[config.mk]
export PLATFORM = sky130hd
export DESIGN_NAME = alu_seq
export DESIGN_NICKNAME = d
export VERILOG_FILES = /design/src/rtl/alu_seq.sv
export SDC_FILE = /design/constraint.sdc
export NUM_CORES = 1
export LEC_CHECK = 0
export ABC_CLOCK_PERIOD_IN_PS = 3000
export CORE_MARGIN = 2
export CORE_UTILIZATION = 45
export DETAILED_ROUTE_END_ITERATION = 10
export GPL_TIMING_DRIVEN = 1
export PLACE_DENSITY = 0.63
export SETUP_SLACK_MARGIN = 0.1
export SYNTH_ARGS = -nofsm -noshare
export SYNTH_HDL_FRONTEND = slang
export SYNTH_SLANG_ARGS = --single-unit
[constraint.sdc]
create_clock -name clk -period 3 [get_ports clk]
set_input_delay 0.6 -clock clk [delete_from_list [all_inputs] [get_ports clk]]
set_output_delay 0.6 -clock clk [all_outputs]
set_load 0.1 [all_outputs]
[src/rtl/alu_seq.sv]
// ---------------------------------------------------------------------------
// alu_seq -- registered WIDTH-bit ALU with a valid/ready input handshake.
//
// Single-cycle ops (ADD/SUB/logic/shifts/ADC/SBC/reserved) are evaluated
// combinationally and registered on the accept edge. MUL runs as an
// iterative shift-add over WIDTH cycles while in_ready is held low.
//
// Ports:
//   clk        rising-edge clock
//   rst_n      asynchronous active-low reset
//   in_valid   operands/opcode valid
//   in_ready   unit can accept a new operation (high only when idle)
//   a, b       operands (b also supplies the shift amount in its low SHW bits)
//   ci         carry in, used by ADC/SBC only
//   selec_alu  4-bit opcode
//   result     registered result, holds between completions
//   out_valid  one-cycle pulse when result/flags have been updated
//   f_N/f_Z/f_C/f_V  registered negative/zero/carry/overflow flags
// ---------------------------------------------------------------------------
module alu_seq #(
    parameter int WIDTH = 8,
    parameter int SHW   = $clog2(WIDTH)
) (
    input  logic             clk,
    input  logic             rst_n,
    input  logic             in_valid,
    output logic             in_ready,
    input  logic [WIDTH-1:0] a,
    input  logic [WIDTH-1:0] b,
    input  logic             ci,
    input  logic [3:0]       selec_alu,
    output logic [WIDTH-1:0] result,
    output logic             out_valid,
    output logic             f_N,
    output logic             f_Z,
    output logic             f_C,
    output logic             f_V
);

    localparam logic [0:0] ST_IDLE = 1'b0;
    localparam logic [0:0] ST_MUL  = 1'b1;

    localparam logic [3:0] OP_ADD = 4'b0000;
    localparam logic [3:0] OP_SUB = 4'b0001;
    localparam logic [3:0] OP_AND = 4'b0010;
    localparam logic [3:0] OP_OR  = 4'b0011;
    localparam logic [3:0] OP_XOR = 4'b0100;
    localparam logic [3:0] OP_SHL = 4'b0101;
    localparam logic [3:0] OP_SHR = 4'b0110;
    localparam logic [3:0] OP_ASR = 4'b0111;
    localparam logic [3:0] OP_MUL = 4'b1000;
    localparam logic [3:0] OP_ADC = 4'b1001;
    localparam logic [3:0] OP_SBC = 4'b1010;

    localparam int            CW       = $clog2(WIDTH);
    localparam logic [CW-1:0] CNT_LAST = CW'(WIDTH - 1);

    // ------------------------------------------------------------------
    // Registers
    // ------------------------------------------------------------------
    logic [0:0]         state_reg;
    logic [WIDTH-1:0]   result_reg;
    logic               out_valid_reg;
    logic               n_reg, z_reg, c_reg, v_reg;
    logic [2*WIDTH-1:0] mcand_reg;   // multiplicand, shifted left each step
    logic [WIDTH-1:0]   mplier_reg;  // multiplier, shifted right each step
    logic [2*WIDTH-1:0] acc_reg;     // partial product
    logic [CW-1:0]      cnt_reg;

    // ------------------------------------------------------------------
    // Single-cycle datapath
    // ------------------------------------------------------------------
    logic               is_sub;
    logic [WIDTH-1:0]   addend;
    logic               carry_in;
    logic [WIDTH:0]     sum_next;
    logic [SHW-1:0]     shamt;
    logic [WIDTH:0]     shl_ext;
    logic [WIDTH:0]     shr_ext;
    logic signed [WIDTH:0] asr_ext;
    logic [WIDTH-1:0]   res_next;
    logic               c_next, v_next;
    logic               n_next, z_next;

    // Subtraction is a + ~b + cin: cin=1 gives a-b, cin=ci gives a-b-!ci.
    // The carry out of that sum is then directly "not borrow".
    assign is_sub   = (selec_alu == OP_SUB) || (selec_alu == OP_SBC);
    assign addend   = is_sub ? ~b : b;
    assign carry_in = (selec_alu == OP_SUB) ? 1'b1 :
                      ((selec_alu == OP_ADC) || (selec_alu == OP_SBC)) ? ci : 1'b0;
    assign sum_next = {1'b0, a} + {1'b0, addend} + {{WIDTH{1'b0}}, carry_in};

    // Shifts are done one bit wider so the last bit shifted out lands in
    // the extra position; a zero amount leaves that bit at 0.
    assign shamt   = b[SHW-1:0];
    assign shl_ext = {1'b0, a} << shamt;
    assign shr_ext = {a, 1'b0} >> shamt;
    assign asr_ext = $signed({a, 1'b0}) >>> shamt;

    always_comb begin
        res_next = '0;
        c_next   = 1'b0;
        v_next   = 1'b0;
        case (selec_alu)
            OP_ADD, OP_SUB, OP_ADC, OP_SBC: begin
                res_next = sum_next[WIDTH-1:0];
                c_next   = sum_next[WIDTH];
                // Equal-sign addends (b already inverted for subtraction)
                // producing a result of the other sign.
                v_next   = (a[WIDTH-1] == addend[WIDTH-1]) &&
                           (sum_next[WIDTH-1] != a[WIDTH-1]);
            end
            OP_AND: res_next = a & b;
            OP_OR:  res_next = a | b;
            OP_XOR: res_next = a ^ b;
            OP_SHL: begin
                res_next = shl_ext[WIDTH-1:0];
                c_next   = shl_ext[WIDTH];
            end
            OP_SHR: begin
                res_next = shr_ext[WIDTH:1];
                c_next   = shr_ext[0];
            end
            OP_ASR: begin
                res_next = asr_ext[WIDTH:1];
                c_next   = asr_ext[0];
            end
            default: begin
                // MUL completes in the sequencer; reserved opcodes give 0.
                res_next = '0;
            end
        endcase
    end

    assign n_next = res_next[WIDTH-1];
    assign z_next = (res_next == '0);

    // ------------------------------------------------------------------
    // Multiply step
    // ------------------------------------------------------------------
    logic [2*WIDTH-1:0] acc_step;
    assign acc_step = mplier_reg[0] ? (acc_reg + mcand_reg) : acc_reg;

    // ------------------------------------------------------------------
    // Control and output registers
    // ------------------------------------------------------------------
    always_ff @(posedge clk or negedge rst_n) begin
        if (!rst_n) begin
            state_reg     <= ST_IDLE;
            result_reg    <= '0;
            out_valid_reg <= 1'b0;
            n_reg         <= 1'b0;
            z_reg         <= 1'b0;
            c_reg         <= 1'b0;
            v_reg         <= 1'b0;
            mcand_reg     <= '0;
            mplier_reg    <= '0;
            acc_reg       <= '0;
            cnt_reg       <= '0;
        end else begin
            out_valid_reg <= 1'b0;
            case (state_reg)
                ST_IDLE: begin
                    if (in_valid) begin
                        if (selec_alu == OP_MUL) begin
                            state_reg  <= ST_MUL;
                            cnt_reg    <= '0;
                            acc_reg    <= '0;
                            mcand_reg  <= {{WIDTH{1'b0}}, a};
                            mplier_reg <= b;
                        end else begin
                            result_reg    <= res_next;
                            n_reg         <= n_next;
                            z_reg         <= z_next;
                            c_reg         <= c_next;
                            v_reg         <= v_next;
                            out_valid_reg <= 1'b1;
                        end
                    end
                end
                ST_MUL: begin
                    acc_reg    <= acc_step;
                    mcand_reg  <= mcand_reg << 1;
                    mplier_reg <= mplier_reg >> 1;
                    cnt_reg    <= cnt_reg + 1'b1;
                    if (cnt_reg == CNT_LAST) begin
                        // Final step: the full product is acc_step.
                        result_reg    <= acc_step[WIDTH-1:0];
                        n_reg         <= acc_step[WIDTH-1];
                        z_reg         <= (acc_step[WIDTH-1:0] == '0);
                        c_reg         <= |acc_step[2*WIDTH-1:WIDTH];
                        v_reg         <= 1'b0;
                        out_valid_reg <= 1'b1;
                        state_reg     <= ST_IDLE;
                    end
                end
                default: state_reg <= ST_IDLE;
            endcase
        end
    end

    assign in_ready  = (state_reg == ST_IDLE);
    assign result    = result_reg;
    assign out_valid = out_valid_reg;
    assign f_N       = n_reg;
    assign f_Z       = z_reg;
    assign f_C       = c_reg;
    assign f_V       = v_reg;

endmodule

==> results.ini <==
[logic_synthesis]
syn_nets=654
synthCells=586
synth_area_per_cell_um2=8.24
synth-edff-count=0
seq_area_frac_synth=0.290
synth_area_um2=4830
synth_cell_types=67
synth_ff_type=dfrtp_1
synth_async_sr_flop_share=1.00
ys_ff_latch=56
synth_warnings=0

[power_and_ir_drop]
sequentialPowerShare=0.287
p_clk_frac=0.094
switchingPower_uw=2390
power_leakage_uw=0.00279
combPwrFrac=0.618
p_int_uw=2260
powerDensity_nw_per_um2=756
swShare=0.513
peakVddDrop_uv=859
power_uw=4650

[run_status]
status=complete, but fails checks
violations=negative setup slack

[clock_tree]
cts.clk_slew.worst_paths_ns=0.10
cts.sinks=56
cts_tree=yes
hold_buffers=0
root_buffer=clkbuf_8
htree_levels=2
cts_made_buffers=5
clk_latency_ns=0.31
cts_buffer_depth=2

[routing]
dr_total_vias=4777
routedWlPerCell_um=18.3
drt-total-wl_um=14900
drc_errors=0
drtIter0Drc=483
vias_per_cell=5.87
dr.pass1.iters=6
ant_nets=0

[die]
fp.dieW_um=108
fp.dieH_um=108
core_area_um2=10400
die-area_um2=11600
start_util=0.466
num_rows=37
io_pins=38

[cells_and_area]
antenna_cells=0
nNetsFinal=745
drive_gt1_frac=0.246
area_growth_pct=27.3

[timing]
fin_skew_ns=0.0132
setup_slack_ns=-0.310
worstMarginPinSlew_ns=0.567
fin_crit_ns=3.31
fmax_mhz=302
finalMaxSlewViolations=0
slew_headroom=0.622
timing.final.crit_share=1.10
hold_viol=0
setup_viol=5
rsz0062_at_grt=true

[worst_setup_path]
end_kind=register
path_class=primary input to register
cp.arrival_ns=3.52
setup.worst_path.start_class=primary input
crit_fanout=2
crit_required_ns=3.21

[grt]
grt_util_all_layers=0.264
grt_pass1_vias=4604
grt_max_degree=61
grt_pass1_wl_um=24000
grt_antenna_before_repair=0
grt-ovfl-total=0

[run]
max_cap_viol_count=0

[hold_path]
min_path_type=primary input to async pin

[placement]
place_hpwl_um=11300
gp_congestion=0.954
dp_slack_ns=-1.00
port_buffers=37

==> stage by stage <==
| step | cells | hold slack, ns | instance area, µm² | setup TNS (ns) | util |
|---|---|---|---|---|---|
| global placement | 801 | 0.463 | 5880 | -7.36 | 0.567 |
| detailed placement | 801 | 0.475 | 5880 | -7.92 | 0.567 |
| CTS | 814 | 0.135 | 6080 | -0.716 | 0.586 |
| global route | 814 | 0.143 | 6150 | -1.43 | 0.593 |
| floorplan | 586 | 0.304 | 4940 | -1.81 | - |
| finish | 814 | 0.139 | 6150 | -0.792 | 0.593 |
==> layout make-up <==
| class | instances | area [µm²] |
|---|---|---|
| fill | 969 | 4220 |
| multi-input combinational | 467 | 3400 |
| sequential | 56 | 1400 |
| timing repair buffer | 120 | 981 |
| tap | 136 | 170 |
| inverter | 27 | 104 |
| clock buffer | 7 | 86.3 |
| clock inverter | 1 | 7.51 |
==> final timing paths <==
| path | endpoint | cells after the start | slack (ns) | from |
|---|---|---|---|---|
| setup / recovery | f_Z$_DFFE_PN0P_ | 14 | -0.31 | selec_alu[0] |
| hold / removal | mcand_reg[2]$_DFFE_PN0P_ | 1 | 0.14 | rst_n |
| setup reg to reg | f_C$_DFFE_PN0P_ | 10 | 0.17 | mcand_reg[0]$_DFFE_PN0P_ |
| hold reg to reg | cnt_reg[0]$_DFFE_PN0P_ | 1 | 0.50 | cnt_reg[0]$_DFFE_PN0P_ |
| max in group asynchronous | mplier_reg[1]$_DFFE_PN0P_ | 2 | 2.17 | rst_n |
| min in group clk | cnt_reg[0]$_DFFE_PN0P_ | 1 | 0.50 | cnt_reg[0]$_DFFE_PN0P_ |
==> placed cells by master (no fill, tap or decap), types with 16 or more instances in the layout <==
master            n
a21oi_1          40
nor3_1           16
nor2_1           48
nand2_1          67
o21ai_0          55
inv_1            23
ha_1             41
buf_4            92
mux2i_1          18
dfrtp_1          55
clkdlybuf4s50_1  16
==> power groups by stage <==
stage	logic (µW)	clock network (µW)	registers, µW
2_1_floorplan	1590	0	1770
3_3_place_gp	2720	0	1340
3_5_place_dp	2770	0	1340
4_1_cts	2810	448	1330
5_1_grt	3120	477	1370
6_report	2870	439	1340
==> repair_timing <==
action,in CTS,in global routing
resized for setup,34,13
endpoints found under the setup margin,11,12
pin swaps,26,10
buffers inserted,6,0
==> cell usage after synthesis (7+ instances only) <==
master / count / area [µm²]
a211oi_1: 12 / 90.1
a21o_1: 8 / 60.1
a21oi_1: 47 / 235
buf_2: 9 / 45.0
clkbuf_1: 24 / 90.1
dfrtp_1: 56 / 1400
ha_1: 41 / 513
inv_1: 25 / 93.8
mux2i_1: 19 / 190
nand2_1: 69 / 259
nand3_1: 14 / 70.1
nor2_1: 50 / 188
nor3_1: 16 / 80.1
o21ai_0: 59 / 295
xnor2_1: 18 / 158
xor2_1: 7 / 61.3
==> cell families (layout without fill, tap and decap cells) <==
logic type / after synthesis / after routing / share of synthesized area
AOI/OAI and AO/OA: 187 / 187 / 0.247
and+or+nand+nor: 182 / 182 / 0.173
buffers and inverters: 63 / 155 / 0.0528
DFF: 56 / 56 / 0.290
adders and majority gates: 44 / 44 / 0.119
muxes: 28 / 28 / 0.0697
xor gates and xnor gates: 26 / 26 / 0.0487
==> layer usage <==
metal / GRT usage / wire (µm) / up-vias
met5: 0 / 0 / -
met1: 0.369 / 6900 / 2287
met3: 0.0515 / 988 / 25
met2: 0.418 / 6740 / 172
li1: - / - / 2293
met4: 0.0696 / 268 / 0
==> worst max-delay path, stage by stage <==
cell and delay (ns):
buf_6 0.09, nor2b_4 0.12, a22oi_2 0.24, nor2_4 0.06
xnor2_2 0.14, fa_2 0.36, fa_2 0.40, buf_4 0.14
xor2_1 0.14, a222oi_1 0.42, o221ai_2 0.22, nor4b_2 0.24
nand3_1 0.11, o31ai_2 0.22
Power figures use the tool's default switching activity.
